--- src/rtl/mem_access_unit.sv ---
// Initiator side of the 24-bit data-memory interface: single load/store with range check.
// Optional write-verify read-back enabled by defining MAU_WRITE_VERIFY_EN.
module mem_access_unit #(
  parameter int DATA_W       = 24,
  parameter int ADDR_W       = 24,
  parameter int MEM_DEPTH    = 256,
  parameter int READ_LATENCY = 1
) (
  input  logic              Clock,
  input  logic              ResetN,
  input  logic              Req,
  input  logic              ReqWrite,
  input  logic [ADDR_W-1:0] ReqAddr,
  input  logic [DATA_W-1:0] ReqWData,
  output logic              Ready,
  output logic              Done,
  output logic              Err,
  output logic [DATA_W-1:0] RData,
  output logic [ADDR_W-1:0] MemAdresa,
  output logic [DATA_W-1:0] MemWriteData,
  output logic              MemWrite,
  output logic              MemRead,
  input  logic [DATA_W-1:0] MemReadData
);

  typedef enum logic [2:0] {
    IDLE,
    WR,
    RD,
`ifdef MAU_WRITE_VERIFY_EN
    VFY,
`endif
    DONE
  } state_t;

  localparam logic [ADDR_W-1:0] DEPTH  = ADDR_W'(MEM_DEPTH);
  localparam logic [3:0]        LAT_M1 = 4'(READ_LATENCY - 1);

  state_t state, state_n;
  logic [3:0] cnt;
  logic       err_q;
  logic       accept;
  logic       oor;
  logic       rd_phase;

  assign accept = (state == IDLE) && Req;
  assign oor    = ReqAddr >= DEPTH;

`ifdef MAU_WRITE_VERIFY_EN
  assign rd_phase = (state == RD) || (state == VFY);
`else
  assign rd_phase = (state == RD);
`endif

  always_ff @(posedge Clock or negedge ResetN) begin
    if (!ResetN) state <= IDLE;
    else         state <= state_n;
  end

  always_comb begin
    state_n = state;
    unique case (state)
      IDLE: begin
        if (Req) begin
          if (oor)           state_n = DONE;
          else if (ReqWrite) state_n = WR;
          else               state_n = RD;
        end
      end
`ifdef MAU_WRITE_VERIFY_EN
      WR:   state_n = VFY;
      VFY:  if (cnt == 4'd0) state_n = DONE;
`else
      WR:   state_n = DONE;
`endif
      RD:   if (cnt == 4'd0) state_n = DONE;
      DONE: state_n = IDLE;
      default: state_n = IDLE;
    endcase
  end

  always_ff @(posedge Clock or negedge ResetN) begin
    if (!ResetN) begin
      cnt          <= 4'd0;
      err_q        <= 1'b0;
      RData        <= '0;
      MemAdresa    <= '0;
      MemWriteData <= '0;
    end else begin
      if (accept) begin
        MemAdresa    <= ReqAddr;
        MemWriteData <= ReqWData;
        cnt          <= LAT_M1;
        err_q        <= oor;
      end
`ifdef MAU_WRITE_VERIFY_EN
      // read-back window restarts after the write strobe
      if (state == WR) cnt <= LAT_M1;
      if (state == VFY && cnt == 4'd0)
        err_q <= (MemReadData != MemWriteData);
`endif
      if (rd_phase && cnt != 4'd0) cnt <= cnt - 4'd1;
      if (state == RD && cnt == 4'd0) RData <= MemReadData;
    end
  end

  assign Ready    = (state == IDLE);
  assign Done     = (state == DONE);
  assign Err      = err_q && (state == DONE);
  assign MemWrite = (state == WR);
  assign MemRead  = rd_phase;

endmodule
--- config.mk ---
export PLATFORM = sky130hd
export DESIGN_NAME = mem_access_unit
export DESIGN_NICKNAME = d
export VERILOG_FILES = /design/src/rtl/mem_access_unit.sv
export SDC_FILE = /design/constraint.sdc
export NUM_CORES = 1
export LEC_CHECK = 0
export CELL_PAD_IN_SITES_DETAIL_PLACEMENT = 0
export CELL_PAD_IN_SITES_GLOBAL_PLACEMENT = 1
export CORE_ASPECT_RATIO = 1.5
export CORE_MARGIN = 3
export CORE_UTILIZATION = 30
export DETAILED_ROUTE_END_ITERATION = 16
export GPL_TIMING_DRIVEN = 0
export PLACE_DENSITY = 0.77
export SYNTH_ARGS = -nofsm -noshare
export SYNTH_HDL_FRONTEND = slang
export SYNTH_SLANG_ARGS = --single-unit
--- constraint.sdc ---
create_clock -name Clock -period 5 [get_ports Clock]
set_input_delay 0.5 -clock Clock [delete_from_list [all_inputs] [get_ports Clock]]
set_output_delay 0.5 -clock Clock [all_outputs]
set_load 0.005 [all_outputs]
-- Word-level counts from Yosys, hierarchy flattened
Index checks and enable logic that the tools add are counted.
- add/subtract/negate cells: 1
- equal/unequal tests: 5
- multiplexer cells: 7
- $lt $le $gt $ge: 1
- reduce and logical (&&, ||, !) cells: 9
- operator list (cell ; count):
    24-bit by 9-bit greater-or-equal comparator with 1-bit output, second input constant ; 1
    3-bit case mux with 3 select lines ; 1
    4-bit two-way mux ; 2
    3-bit by 2-bit == test with 1-bit output, second input constant ; 2
    3-bit two-way mux ; 2
    1-bit logical AND ; 4
    4-bit zero test ; 1
    2-bit two-way mux ; 2
    4-bit nonzero test ; 1
    4-bit by 1-bit subtractor with 4-bit output, second input constant ; 1
    3-bit by 1-bit == test with 1-bit output, second input constant ; 1
    3-bit zero test ; 1
    2-bit by 1-bit inequality test with 1-bit output, second input constant ; 1
    2-bit inequality test, second input constant ; 1
    2-bit AND reduction ; 1
    2-bit nonzero test ; 1
- bits of input ports: 76
- bits in registers: 80

-- Longest topological paths before layout
- word-level depth: 4
- mapped depth: 6
- gate-level depth less buffers: 6

-- Least setup slack after synthesis
OpenSTA, ideal clock, no wires.
- kind: flip-flop to flip-flop
- from: register state[0]
- to: register RData[10]
- stages on the path, launching flop included: 6
- clock period less this slack: 1.674 ns
- library setup time: 0.125 ns
- buffers on the path: 1
- data arrival time: 1.549 ns
- slack: 3.326 ns
- cells stage by stage: dfrtp_1 inv_1 ha_1 nor3b_4 buf_6 mux2_2
- word-level cells in the longest chain between the ends: 2
- RTL lines (item ; RTL line ; text):
    start, declared ; 39 ; state_t state, state_n;
    start signal, assigned ; 57 ; else state <= state_n;
    3-bit by 2-bit == test with 1-bit output ; - ;
    named net MemRead ; 22 ; output logic MemRead,
    1-bit logical AND ; 103 ; if (state == RD && cnt == 4'd0) RData <= MemReadData;
    end signal, assigned ; 103 ;
    end, declared ; 18 ; output logic [DATA_W-1:0] RData,
The timed path passes the listed nets, and every way through them passes these cells.
A chain may end at the register's enable or synchronous reset.

-- Worst setup path after layout
- from: register state[0]
- to: output port MemRead
- word-level cells in the longest chain between the ends: 1
- RTL lines (item ; RTL line ; text):
    3-bit by 2-bit == test with 1-bit output ; 52 ; assign rd_phase = (state == RD);
    end, declared ; 22 ;
No other way between the ends.

==> impl_metrics.ini <==
[route]
drt_iter0_drc = 55
wire_per_inst_um = 15.41
viasPerCell = 4.566
drt-total-wl_um = 7488
final_antenna_net_count = 0
vias = 2219
first_pass_iters = 4
drc = 0

[global_routing]
grt_pass1_wl_um = 11530
grt_pass1_vias = 2386
antenna_found_initial = 0
grtUsageTotal_pct = 13.01
grt-ovfl-total = 0
grt_max_degree = 43

[layout]
fin_cells = 486
nets = 445
drive_gt1_share_pct = 26.83
area_growth_pct = 63.58
diodes = 0

[logic_synthesis]
syn_avg_cell_area_sq_um = 15.61
synth_seq_cells = 79
synth_ff_type = dfrtp_1
yosysTopAreaCell = dfrtp_1
synth_edf_count = 0
synth-compound-area-share_pct = 2.204
synth-xor-area-share_pct = 0.2804
synth_top_area_share_pct = 63.30
ys_warn_count = 0
synth_top_family_by_area = multiplexers
synth-async-reset-ratio_pct = 100.0
synth.area.top_cells = dfrtp_1 (63%), mux2_2 (26%), ha_1 (2.0%)
synth_fp_nets = 281
yosys-top-cells-count = dfrtp_1 (79), mux2_2 (72), o21ai_0 (7), inv_1 (6)
yosysSeqAreaShare_pct = 63.30
synth-adder-area-share_pct = 2.003
synth.distinct_cells = 21
muxShareOfSynthArea_pct = 25.96
syn_inst = 200
netlist_area_sq_um = 3123
yosysMostFrequentCell = dfrtp_1
synthSimpleGateAreaFrac_pct = 4.006

[sta]
hold_viol = 0
period_minus_slack_ns = 2.146
finalCritPeriodShare_pct = 42.92
skew_ns = 0.006944
max_freq_ghz = 0.4660
finalSetupViolations = 0
rsz0062_at_grt = no
worst_pin_slew_ns = 0.4901
drv_slew = 0
relSlewSlack_pct = 67.33
worst_slack_ns = 2.854
setup_tns_ns = 0

[power]
pwr_density_cell_nw_per_um2 = 620.0
vdd_drop_max_mv = 0.2505
power.leakage_nw = 2.123

[setup_path]
end_kind = primary output
critPathTopFamily = buffers and inverters
required_ns = 4.50
r2r_cells = 5
cpMaxStageDelayCell = clkdlybuf4s50_1
path_cells = inv_1 -> ha_1 -> clkdlybuf4s50_1
arrival_ns = 1.65
crit_path_max_fanout = 5
critPathBufInv = 2
crit_cells = 3
critPathMaxStageDelay_ns = 0.56
crit_end = MemRead
r2r_start = state[0]$_DFFE_PN0P_
crit_path_start_kind = flop
worstSetupPathType = flop to primary output
reg2reg_to = RData[17]$_DFFE_PN0P_
startpoint = state[0]$_DFFE_PN0P_
regToRegSetupSlack_ns = 3.15

[cts]
h-tree-depth = 3
cts_sinks = 79
cts.path.max_buffers = 2
cts_hold_buffers = 0
clk_pin_slew_ns = 0.06
numCtsBuffers = 9
clock_tree.root_cell = clkbuf_16
ctsResizeCount = 0
clk_latency_ns = 0.33
cts_tree = built
post_cts.repair.setup_buffers = 0

[floorplan]
die_h_um = 131.0
coreArea_sq_um = 10130
rows = 45
boundaryPins = 153
initial_core_util_pct = 30.81
die_area_sq_um = 11700
fp.dieW_um = 89.31

[placed_design]
place_ws_ns = 2.924
dpl.hpwl_um = 5810
io_buffers = 152
gp_congestion = 0.6731
placed_cells = 470

[status]
status = finished, final reports clean

[hold_path]
hold_class = input pin to asynchronous set/reset pin

[flow_run]
drv_cap = 0
## registers in the layout (all words and copies together), names as in the netlist
register	count
cnt	4
state	2
RData	24
MemAdresa	24
MemWriteData	24
err_q	1
## routing by layer
| metal | up-vias | wire [um] | GRT usage, % |
|---|---|---|---|
| li1 | 1048 | - | - |
| met1 | 1091 | 2763 | 13.81 |
| met2 | 74 | 4241 | 23.66 |
| met3 | 6 | 410 | 3.325 |
| met4 | 0 | 72 | 5.784 |
| met5 | - | 0 | 0 |
## cells in the final DEF, fill, tap and decap left out, types with 2 or more instances in the layout
cell,n
nand3_1,4
a22o_1,2
dfrtp_1,79
ha_1,5
clkinvlp_4,3
buf_2,5
mux2_2,72
o21ai_0,7
buf_6,2
nor4_1,4
inv_1,6
clkdlybuf4s50_1,151
nand2_1,4
clkbuf_16,9
## through the flow
stage / util [%] / power (mW) / hold slack [ns] / area (sq um)
6_report: 50.41 / 3.167 / 0.1314 / 5109
5_1_grt: 50.41 / 3.388 / 0.1668 / 5109
4_1_cts: 50.41 / 3.233 / 0.1451 / 5109
3_5_place_dp: 47.44 / 2.562 / 0.4742 / 4808
3_3_place_gp: 47.27 / 2.518 / 0.4569 / 4791
2_1_floorplan: - / 1.716 / 0.2044 / 3123
## final cells by class
cell class | count | area, sq um
Fill cell | 916 | 5026
Sequential cell | 79 | 1977
Timing Repair Buffer | 153 | 1539
Multi-Input combinational cell | 108 | 1076
Clock buffer | 11 | 242.7
Tap cell | 117 | 146.4
Clock inverter | 5 | 57.56
Buffer | 7 | 47.55
Inverter | 6 | 22.52
## power breakdown
group	internal, mW	leakage (nW)	switching, mW
logic	0.953	1.05	0.434
registers	0.968	0.939	0.162
clock network	0.399	0.138	0.251
## how the worst min path moves through the flow
stage | depth (start not counted) | startpoint | to
4_1_cts | 1 | ResetN | RData[18]$_DFFE_PN0P_
3_5_place_dp | 2 | err_q$_DFFE_PN0P_ | err_q$_DFFE_PN0P_
6_report | 1 | ResetN | RData[18]$_DFFE_PN0P_
2_1_floorplan | 0 | ResetN | MemAdresa[0]$_DFFE_PN0P_
5_1_grt | 1 | ResetN | RData[18]$_DFFE_PN0P_
3_3_place_gp | 2 | err_q$_DFFE_PN0P_ | err_q$_DFFE_PN0P_
## kinds of logic after synthesis
group / Yosys count
compound gates: 11
mux: 72
fa+ha+maj: 5
buf+inv: 13
flops: 79
simple gates: 19
xor+xnor: 1
Note: power is estimated with default switching activity, not from simulation.
